## config.mk

```make
export PLATFORM = sky130hd
export DESIGN_NAME = jbooth_multiplier
export DESIGN_NICKNAME = d
export VERILOG_FILES = /design/src/rtl/jbooth_pkg.sv /design/src/rtl/jbooth_step.sv /design/src/rtl/jbooth_multiplier.sv
export SDC_FILE = /design/constraint.sdc
export NUM_CORES = 1
export LEC_CHECK = 0
export CAP_MARGIN = 20
export CORE_MARGIN = 1.5
export CORE_UTILIZATION = 35
export CTS_CLUSTER_SIZE = 14
export DETAILED_ROUTE_END_ITERATION = 8
export PLACE_DENSITY = 0.57
export SYNTH_ARGS = -nofsm -noshare
export SYNTH_HDL_FRONTEND = slang
export SYNTH_SLANG_ARGS = --single-unit
export TNS_END_PERCENT = 1
```

## constraint.sdc

```tcl
create_clock -name clk -period 2.4 [get_ports clk]
set_input_delay 0.48 -clock clk [delete_from_list [all_inputs] [get_ports clk]]
set_output_delay 0.48 -clock clk [all_outputs]
set_load 0.02 [all_outputs]
```

## src/rtl/jbooth_pkg.sv

```systemverilog
// Shared types and sizing helpers for the sequential radix-2 Booth multiplier.
package jbooth_pkg;

  typedef enum logic [1:0] {
    IDLE = 2'd0,
    CALC = 2'd1,
    DONE = 2'd2
  } state_t;

  // Step counter must hold 0..WIDTH, sized with one spare code.
  function automatic int cnt_width(input int width);
    return $clog2(width + 2);
  endfunction

endpackage

```

## src/rtl/jbooth_step.sv

```systemverilog
// One radix-2 Booth step: recode {Q0,q_1}, add/subtract A_ext into P, then
// arithmetic-shift the whole {P,Q,q_1} accumulator right by one.
module jbooth_step #(
  parameter int WIDTH = 4
) (
  input  logic [WIDTH:0] p,
  input  logic [WIDTH:0] q,
  input  logic           q_1,
  input  logic [WIDTH:0] a_ext,
  output logic [WIDTH:0] p_nxt,
  output logic [WIDTH:0] q_nxt,
  output logic           q_1_nxt
);

  logic [WIDTH+1:0] p_wide;
  logic [WIDTH+1:0] sum;

  // One guard bit on the add/subtract; after the shift the top two bits of
  // sum are always equal, so dropping one of them loses nothing.
  always_comb begin
    // NOTE: every comb output gets a value on every path, otherwise a latch is inferred.
    p_wide = {p[WIDTH], p};
    sum    = p_wide;
    unique case ({q[0], q_1})
      2'b01:   sum = p_wide + {a_ext[WIDTH], a_ext};
      2'b10:   sum = p_wide - {a_ext[WIDTH], a_ext};
      default: sum = p_wide;
    endcase
    p_nxt   = sum[WIDTH+1:1];
    q_nxt   = {sum[0], q[WIDTH:1]};
    q_1_nxt = q[0];
  end

endmodule

```

## src/rtl/jbooth_multiplier.sv

```systemverilog
// Start/done sequential Booth multiplier, unsigned or two's-complement per
// operation; one Booth step per clock, WIDTH+1 steps per product.
module jbooth_multiplier
  import jbooth_pkg::*;
#(
  parameter int WIDTH = 4
) (
  input  logic               clk,
  input  logic               rst_n,
  input  logic               start,
  input  logic               tc,
  input  logic [WIDTH-1:0]   a,
  input  logic [WIDTH-1:0]   b,
  output logic [2*WIDTH-1:0] y,
  output logic               busy,
  output logic               done
);

  localparam int CW = cnt_width(WIDTH);

  state_t          state, state_nxt;
  logic [CW-1:0]   cnt;
  logic [WIDTH:0]  a_ext;
  logic [WIDTH:0]  p, q;
  logic            q_1;
  logic [WIDTH:0]  p_nxt, q_nxt;
  logic            q_1_nxt;
  logic            accept;
  logic            last_step;

  // Start is honoured from IDLE and from DONE, never while a product is in flight.
  assign accept    = start && (state != CALC);
  assign last_step = (cnt == CW'(WIDTH));

  jbooth_step #(.WIDTH(WIDTH)) u_step (
    .p       (p),
    .q       (q),
    .q_1     (q_1),
    .a_ext   (a_ext),
    .p_nxt   (p_nxt),
    .q_nxt   (q_nxt),
    .q_1_nxt (q_1_nxt)
  );

  always_ff @(posedge clk or negedge rst_n) begin
    // NOTE: sequential state uses non-blocking assignments so every register samples pre-edge values.
    if (!rst_n) state <= IDLE;
    else        state <= state_nxt;
  end

  always_comb begin
    state_nxt = state;
    unique case (state)
      IDLE:    if (start) state_nxt = CALC;
      CALC:    if (last_step) state_nxt = DONE;
      DONE:    state_nxt = start ? CALC : IDLE;
      default: state_nxt = IDLE;
    endcase
  end

  always_comb begin
    busy = (state == CALC);
    done = (state == DONE);
  end

  // Datapath: operand capture, Booth accumulator, step counter and result.
  always_ff @(posedge clk or negedge rst_n) begin
    // NOTE: these are a handful of flops, not a memory, so all of them are cleared on reset.
    if (!rst_n) begin
      a_ext <= '0;
      p     <= '0;
      q     <= '0;
      q_1   <= 1'b0;
      cnt   <= '0;
      y     <= '0;
    end else if (accept) begin
      // Extension to WIDTH+1 bits lets full-range unsigned operands recode correctly.
      a_ext <= {tc & a[WIDTH-1], a};
      q     <= {tc & b[WIDTH-1], b};
      p     <= '0;
      q_1   <= 1'b0;
      cnt   <= '0;
    end else if (state == CALC) begin
      p   <= p_nxt;
      q   <= q_nxt;
      q_1 <= q_1_nxt;
      cnt <= cnt + 1'b1;
      if (last_step) y <= {p_nxt[WIDTH-2:0], q_nxt};
    end
  end

endmodule

```

Word level (Yosys, flattened, before mapping) --
Index checks and enable logic that the tools add are counted. W data, S select, Z words.
Cells by class: $lt $le $gt $ge 0, $add $sub $neg 3, shifts and indexed selects 0, muxes and demuxes 13, reduce and logical (&&, ||, !) cells 7, $mul 0, eq/ne operators 8, bitwise gates (word level) 3, div/mod/pow operators 0
Operator list (count):
- $mux W5 | 4
- $pmux W6 S2 | 1
- $add A5 B5 Y6 | 1
- $mux W3 | 2
- $pmux W2 S3 | 1
- $sub A5 B5 Y6 | 1
- $eq A2 B1 Y1 const B | 2
- $eq A2 B2 Y1 const B | 2
- $mux W2 | 2
- $ne A2 B1 Y1 const B | 2
- $reduce_and A2 Y1 | 2
- $add A3 B1 Y3 const B | 1
- $eq A3 B3 Y1 const B | 1
- $mux W1 | 3
- $reduce_and A3 Y1 | 1
- $reduce_bool A3 Y1 | 1
- $and A1 B1 Y1 | 2
- $logic_not A2 Y1 | 1
- $ne A2 B2 Y1 const B | 1
- $reduce_bool A2 Y1 | 1
- $logic_and A1 B1 Y1 | 1
- $not A1 Y1 | 1
Storage, ports and cells: memories 0, logic and storage cells 42, bits in latches 0, flip-flop bits (word level) 29, output and inout bits 10, memory bits (read-only) 0, bits of input ports 12, bits in writable memories 0

Logic depth before layout (Yosys ltp) --
Gate-level depths: netlist of the first run.
depth in word-level cells 4, gate-level depth with buffers 11, depth with buffers taken out 10

Hierarchy --
A second synthesis of the first run with hierarchy kept.
Second synthesis, totals: cell total of the unflattened synthesis 163, area total of the unflattened synthesis 1689.1 sq um
By module, submodules not included:
- jbooth_multiplier | area an instance 1211.2 sq um, cells an instance 103, times used 1, seq. area each 725.7 sq um
- jbooth_step | area an instance 478.0 sq um, cells an instance 60, times used 1, seq. area each 0.0 sq um

Worst setup path after synthesis of the first run --
OpenSTA, ideal clock, no wires.
path kind flip-flop to flip-flop, from reg q_1, to reg p[4], setup time 92 ps, setup slack 213 ps, path buffers 1, data required time 2308 ps, clock period less this slack 2187 ps, arrival 2095 ps, cell stages (with the launch flop) 12, path through dfrtp_1 > inv_1 > ha_1 > buf_6 > mux2_2 > inv_1 > ha_1 > nor2b_1 > o31a_1 > o22ai_1 > xnor2_1 > o31ai_2
Between the ends: cells in the longest elaborated chain, start to end 4, elaborated cells between the ends (all ways) 7, those cells by class eq/ne (2); mux (3); reduce/logical (2)
RTL lines:
- start, declared | line jbooth_multiplier.sv:25 | logic q_1;
- start signal, assigned | line jbooth_multiplier.sv:86 | q_1 <= q_1_nxt;
- $eq A2 B2 Y1 / $eq A2 B1 Y1 (equally long branches) | line jbooth_step.sv:24 | unique case ({q[0], q_1})
- $pmux W6 S2 | line jbooth_step.sv:24
- $mux W5 | line jbooth_multiplier.sv:83 | end else if (state == CALC) begin
- $mux W5 | line jbooth_multiplier.sv:76 | end else if (accept) begin
- end signal, assigned | line jbooth_multiplier.sv:84 | p <= p_nxt;
- end, declared | line jbooth_multiplier.sv:24 | logic [WIDTH:0] p, q;
Parallel ways exist; a longest one is shown, timed or not. The select of a mux whose other input is x is not followed. A chain may end at the register's enable or synchronous reset.

Final worst setup path of the first run --
from reg a_ext[1], to reg p[4]
Between the ends: cells in the longest elaborated chain, start to end 4, elaborated cells between the ends (all ways) 5, those cells by class add/sub (2); mux (3)
RTL lines:
- start, declared | line jbooth_multiplier.sv:23 | logic [WIDTH:0] a_ext;
- start signal, assigned | line jbooth_multiplier.sv:78 | a_ext <= {tc & a[WIDTH-1], a};
- $sub A5 B5 Y6 / $add A5 B5 Y6 (equally long branches) | line jbooth_step.sv:26, jbooth_step.sv:25
- $pmux W6 S2 * | line jbooth_step.sv:24
- $mux W5 * | line jbooth_multiplier.sv:83
- $mux W5 * | line jbooth_multiplier.sv:76
Every way passes the cells marked *; elsewhere a longest branch is shown, timed or not. The select of a mux whose other input is x is not followed.

==> key figures, run 1 <==
Detailed routing
  – Drt first pass iters: 3
  – Drt wl/cell: 13.63 µm
  – Remaining DRCs: 0
  – Final wirelength: 3270 µm
  – Vias: 1224
  – DRT antenna net count: 0
  – DR vias/cell: 5.100
  – DR iter-0 viols: 63

Cells and area
  – Final #Nets: 210
  – Most frequent cells in the layout: dfrtp_1 (29), clkdlybuf4s50_1 (21), nand2_1 (19), o21ai_0 (19), inv_1 (11)
  – Synthesis-to-layout area growth: 25.18%
  – Fin cells: 240
  – Ant diodes: 0
  – Share of layout cells above drive strength 1: 0.1596
  – Final Core Density: 0.4531
  – Final Instance Area: 1959 µm²
  – Most common cell after layout, fill and taps aside: dfrtp_1

Floorplanning
  – Core area: 4324 µm²
  – Std-Cell Rows: 24
  – Die width: 69.88 µm
  – Die area: 4883 µm²
  – Starting Density: 0.3620
  – IO Count: 22
  – Die Y: 69.88 µm

STA
  – Final hold vios: 0
  – Final critical-path share of the clock period: 0.9404
  – WHS: 479.6 ps
  – Slew HR: 0.6906
  – # setup viols final: 0
  – Worst-Margin Slew: 462.7 ps
  – Post-route minimum period: 2257 ps
  – Final worst setup slack: 143.0 ps
  – Skew final: 10.01 ps
  – FMAX: 443.1 MHz
  – Max Slew Vio Count: 0
  – TNS Setup: 0 ps

Yosys
  – Cell variety after synth: 30
  – Number of synthesized flops with an enable pin: 0
  – Mapped Cells: 160
  – Cell accounting for the most synthesized area: dfrtp_1
  – Area contributors post-synth: dfrtp_1 (46%), ha_1 (8.0%), mux2_2 (6.5%)
  – Synth async-reset ratio: 1.000
  – Cell Area, Synth: 1565 µm²
  – Synthesized area per cell: 9.783 µm²
  – Syn Nets: 183
  – Most used DFF post-synth: dfrtp_1
  – Synth top area share: 0.4636
  – Synth Register Bits: 29
  – Sequential area share after synthesis: 0.4636
  – Yosys warns: 0

Global route
  – Grt ovf: 0
  – Total global-route track usage: 0.1456
  – Largest net degree at the start of global routing: 30
  – First-pass GRT wire length: 5747 µm
  – Number of global-route vias before repair: 1353
  – Initial antenna violation count: 0

Clock network
  – Root buf cell: clkbuf_8
  – Clk buf depth: 2
  – CTS sink cnt: 29
  – Post-CTS Setup Inserts: 0
  – TritonCTS clock tree: yes
  – CTS buffer count: 5
  – Skew-Pair Late Insertion Delay: 280 ps
  – H-tree level count: 2
  – Clock transition at path regs: 70 ps

Flow run
  – MaxCap Viol Count: 0

Critical path
  – Data required, critical path: 2590 ps
  – Worst setup SP type: flop
  – CP Class: reg2reg
  – Critical path endpoint category: flop
  – Data arrival time of the worst path: 2450 ps
  – Max FO, Critical Path: 5
  – Flop2flop setup slack: 140 ps

Place
  – Placed inst area: 1848 µm²
  – Placed Cells incl. Taps: 232
  – DP Worst Slack: -18.89 ps
  – HPWL Detailed: 2427 µm
  – Buffers on Ports: 21
  – RD Place Congestion: 0.7486

Power and ir drop
  – Leakage: 0.8848 nW
  – Total power draw: 3.117 mW
  – Peak supply drop: 0.6977 mV
  – Pwr dens: 1591 nW/µm²

Hold path
  – Hold Crit Class: reg2reg

Outcome
  – Status: completed
## cell families after synthesis
| logic type | count (synthesis) | synth area share |
|---|---|---|
| multiplexers | 13 | 0.09033 |
| AO/OA/AOI/OAI | 38 | 0.1431 |
| adder cells (fa/ha/maj) | 11 | 0.09273 |
| buffers and inverters | 19 | 0.05275 |
| XOR/XNOR | 5 | 0.02798 |
| flip-flops | 29 | 0.4636 |
| AND/OR/NAND/NOR | 45 | 0.1295 |
## worst max-delay path, stage by stage, from the launching register on
cell	delay, ps
dfrtp_1	420
inv_1	70
ha_1	260
mux2_2	290
inv_1	70
ha_1	210
nor2b_1	140
o31a_1	270
o22ai_2	120
xnor2_1	100
o31ai_2	220
## synth_stat cells (all sizes together), types with 3 or more instances
cell type,instances
nand2,19
mux2,9
clkbuf,3
a21oi,6
nand3,5
mux2i,4
nor3,4
dfrtp,29
nor2b,4
o21a,3
buf,4
inv,12
o31ai,3
nor2,8
xnor2,4
o21ai,21
ha,10
## per-layer routing
| layer | routed length, µm | track usage |
|---|---|---|
| met1 | 1423 | 0.1656 |
| met2 | 1717 | 0.2614 |
| met3 | 90 | 0.03608 |
| met4 | 38 | 0.05556 |
| met5 | 0 | 0 |
## final timing paths
kind / start / end / cells after the start
worst max register to register: a_ext[1] / p[4] / 10
worst max-delay path: a_ext[1] / p[4] / 10
worst min-delay path: y[5] / y[5] / 2
max in group asynchronous: rst_n / y[2] / 2
min in group asynchronous: rst_n / p[4] / 2
worst min register to register: y[5] / y[5] / 2
## registers in the layout, summed over array words and instances, names as in the netlist
name	cells
cnt	3
a_ext	5
q	5
p	5
q_1	1
state	2
y	8
## cell type report
type	count	area, µm²
clock buffer	6	72.57
clock inverter	2	10.01
fill	426	2365
inverter	12	45.04
multi-input combinational	112	785.8
sequential	29	725.7
tap	52	65.06
timing repair buffer	27	255.2
## where the power goes
group          switching [mW]  internal (mW)  leakage, nW
sequential              0.185          0.720        0.358
combinational           0.950          0.881        0.481
clock                   0.181          0.200       0.0450
total                    1.32           1.80        0.885
## repair_timing
action | 4_1_cts | 5_1_grt
hold endpoints to repair | 0 | 0
pin swaps | 0 | 1
endpoints found under the setup margin | 2 | 4
resized for setup | 1 | 7
hold buffers | 0 | 0
(Power assumes the default switching activity.)
==> run 2: changes to the inputs <==
Settings changed: SYNTH_HIERARCHICAL set to 1.
==> run 2 against run 1 <==
Area after synthesis grew 7.9%. Combinational power grew 26%. Setup slack lost 21 ps. Synthesized cell count grew 1.9%. Non-clock buffer count grew 6. Sequential power grew 1%. Largest cell class unchanged. Largest power group unchanged. Highest routed layer unchanged.
==> key figures, run 2 <==
Outcome
  – Status: completed

Critical path
  – FF-to-FF path depth: 12 (+2)
  – Slowest CP cell: dfrtp_1
  – Worst setup SP type: flop
  – Worst path cell trace: buf_4 > nor3_1 > nor2_1 > xnor2_1 > ha_1 > nand3_1 > nand2_1 > a41oi_4 > mux2i_1 > nand4b_1 > nand2_1 > nand2_1
  – Flop2flop setup slack: 120 ps (-20 ps)
  – Data arrival time of the worst path: 2450 ps (about the same)
  – CP max stage delay: 380 ps (-40 ps)
  – Data required, critical path: 2570 ps (-20 ps)
  – Max FO, Critical Path: 3 (-2)
  – Reg-to-Reg Start: a_ext[1]
  – CP Class: reg2reg
  – Crit path top cell by count: nand2_1
  – Critical path endpoint category: flop
  – RR Endpoint: p[4]

Yosys
  – Number of synthesized flops with an enable pin: 0 (unchanged)
  – Top cells by count, synth: dfrtp_1 (29), nand2_1 (27), o21ai_0 (11)
  – Most common cell in the netlist: dfrtp_1
  – Synth async-reset ratio: 1.000 (unchanged)
  – Sequential area share after synthesis: 0.4296 (-0.03400)
  – Mapped Cells: 163 (+1.9%)
  – Cell variety after synth: 34 (+13%)
  – Synth top area share: 0.4296 (-0.03400)
  – Cell Area, Synth: 1689 µm² (+7.9%)
  – Most used DFF post-synth: dfrtp_1
  – Area contributors post-synth: dfrtp_1 (43%), ha_1 (6.7%), mux2_2 (6.7%)
  – Syn Nets: 185 (+1.1%)
  – Synthesized area per cell: 10.36 µm² (+5.9%)
  – Yosys warns: 6 (+6)
  – Cell accounting for the most synthesized area: dfrtp_1
  – Synth Register Bits: 29 (unchanged)

Detailed routing
  – Final wirelength: 3577 µm (+9.4%)
  – Vias: 1265 (+3.3%)
  – Drt wl/cell: 14.48 µm (+6.3%)
  – Drt first pass iters: 4 (+1)
  – DR vias/cell: 5.121 (+0.42%)
  – DRT antenna net count: 0 (unchanged)
  – DR iter-0 viols: 42 (-33%)
  – Remaining DRCs: 0 (unchanged)

STA
  – Skew final: 5.188 ps (-4.821 ps)
  – FMAX: 439.0 MHz (-0.91%)
  – Final critical-path share of the clock period: 0.9491 (+0.008657)
  – # setup viols final: 0 (unchanged)
  – Final hold vios: 0 (unchanged)
  – Post-route minimum period: 2278 ps (+20.78 ps)
  – Max Slew Vio Count: 0 (unchanged)
  – Slew HR: 0.7473 (+0.05671)
  – Worst-Margin Slew: 379.1 ps (-83.61 ps)

Clock network
  – H-tree level count: 2 (unchanged)
  – Clock transition at path regs: 60 ps (about the same)
  – Root buf cell: clkbuf_8
  – CTS sink cnt: 29 (unchanged)
  – CTS buffer count: 5 (unchanged)
  – Skew-Pair Late Insertion Delay: 280 ps (about the same)
  – Clk buf depth: 2 (unchanged)
  – TritonCTS clock tree: yes

Cells and area
  – Fin cells: 247 (+2.9%)
  – Synthesis-to-layout area growth: 23.19%
  – Max reg flops: 8 (unchanged)
  – Ant diodes: 0 (unchanged)
  – Fill cell count: 450 (+5.6%)
  – Final #Nets: 214 (+1.9%)
  – Most common cell after layout, fill and taps aside: dfrtp_1
  – Share of layout cells above drive strength 1: 0.2176 (+0.05804)
  – Largest register by flop count: y
  – Most frequent cells in the layout: dfrtp_1 (29), nand2_1 (27), clkdlybuf4s50_1 (21)
  – Final Core Density: 0.4435 (-0.009658)
  – Final Instance Area: 2081 µm² (+6.2%)

Hold path
  – Hold Crit Class: reg2reg
  – Worst Hold Launch: y[1]
  – Worst Hold Endpoint: y[1]
  – Hold Path Depth: 1 (-1)

Floorplanning
  – Std-Cell Rows: 25 (+4.2%)
  – Die Y: 72.47 µm (+3.7%)
  – Die width: 72.47 µm (+3.7%)
  – IO Count: 22 (unchanged)
  – Starting Density: 0.3600 (-0.001979)
  – Die area: 5252 µm² (+7.6%)
  – Core area: 4692 µm² (+8.5%)

Place
  – Placed inst area: 1963 µm² (+6.2%)
  – Placed Cells incl. Taps: 237 (+2.2%)
  – HPWL Detailed: 2584 µm (+6.5%)
  – Buffers on Ports: 21 (unchanged)
  – RD Place Congestion: 0.8753 (+17%)

Power and ir drop
  – Leakage: 0.9472 nW (+7.0%)
  – Int Pwr: 2.050 mW (+14%)
  – Sequential power share: 0.254 (-0.036)
  – Combinational power share: 0.640 (+0.053)
  – Psw: 1.558 mW (+18%)
  – Pwr dens: 1734 nW/µm² (+9.0%)
  – Peak supply drop: 0.6252 mV (-10%)
  – Sw frac: 0.4318 (+0.009666)
  – Clock power share: 0.106 (-0.016)
  – Total power draw: 3.607 mW (+16%)

Global route
  – Initial antenna violation count: 0 (unchanged)
  – Number of global-route vias before repair: 1307 (-3.4%)
  – Grt ovf: 0 (unchanged)
  – Largest net degree at the start of global routing: 30 (unchanged)
  – First-pass GRT wire length: 6023 µm (+4.8%)
  – Total global-route track usage: 0.1502 (+0.004675)

Flow run
  – MaxCap Viol Count: 0 (unchanged)
## run 2: changes by cell type after synthesis, moves of 4 or more
cell	change
o21ai_0	-9
nand3_1	+4
buf_4	+7
inv_1	-5
nand2_1	+8
nor2_1	-4
mux2i_1	+4
## run 2: power by group through the flow
stage	sequential, mW	clock (mW)	combinational, mW
2_1_floorplan	0.964	0	1.50
3_3_place_gp	0.914	0	2.05
3_5_place_dp	0.919	0	2.14
4_1_cts	0.914	0.394	2.15
5_1_grt	0.948	0.416	2.54
6_report	0.915	0.384	2.31
## run 2: logic make-up (layout without fill, tap and decap cells)
group | after synthesis | after routing | synth area share
multiplexers | 21 | 21 | 0.1341
adder cells (fa/ha/maj) | 10 | 10 | 0.07852
XOR/XNOR | 6 | 6 | 0.03111
AND/OR/NAND/NOR | 51 | 51 | 0.1496
AO/OA/AOI/OAI | 25 | 25 | 0.1074
flip-flops | 29 | 29 | 0.4296
buffers and inverters | 21 | 51 | 0.06963
## run 2: final cells by class
type | count | area (µm²) | area share
clock buffers | 8 | 80.08 | 0.03848
inverters | 10 | 38.79 | 0.01864
multi-input cells | 113 | 868.3 | 0.4173
flip-flops and latches | 29 | 725.7 | 0.3488
well taps | 54 | 67.56 | 0.03247
repair buffers | 33 | 300.3 | 0.1443
## run 2: worst max-delay path by stage
stage / to / startpoint / cells past startpoint / slack [ps]
6_report: p[4] / a_ext[1] / 12 / 120
3_5_place_dp: y[7] / q_1 / 9 / 50
5_1_grt: p[4] / a_ext[0] / 12 / -4
4_1_cts: y[7] / q_1 / 9 / 20
2_1_floorplan: y[7] / a_ext[0] / 9 / 160
3_3_place_gp: y[7] / q_1 / 9 / 90
## run 2: critical path, delay by kind of cell (launching register included)
family	cells	cell delay (ps)
simple gates	7	690
flops	1	380
fa+ha+maj	1	300
xor+xnor	1	220
compound gates	1	220
mux	1	200
buf+inv	1	150
## run 2: routing by layer
metal,vias up,GRT usage,part of all wire
met4,0,0.07128,0.020
li1,615,-,-
met1,616,0.1684,0.42
met5,-,0,0
met3,7,0.04306,0.040
met2,27,0.2623,0.52
## run 2: metrics by stage
step	setup TNS [ps]	worst slack, ps	hold WS [ps]
after global placement	0	92.08	482.8
after global routing	-4.089	-4.089	512.4
after floorplan	0	155.8	184.4
after detailed placement	0	54.12	484.9
final	0	122.2	489.9
after CTS	0	21.68	498.1
## run 2: repair_timing
item                                   4_1_cts  5_1_grt
setup endpoints to repair                    0        3
hold buffers                                 0        0
resized for setup                            0        8
endpoints found under the hold margin        0        0
setup buffers                                0        2
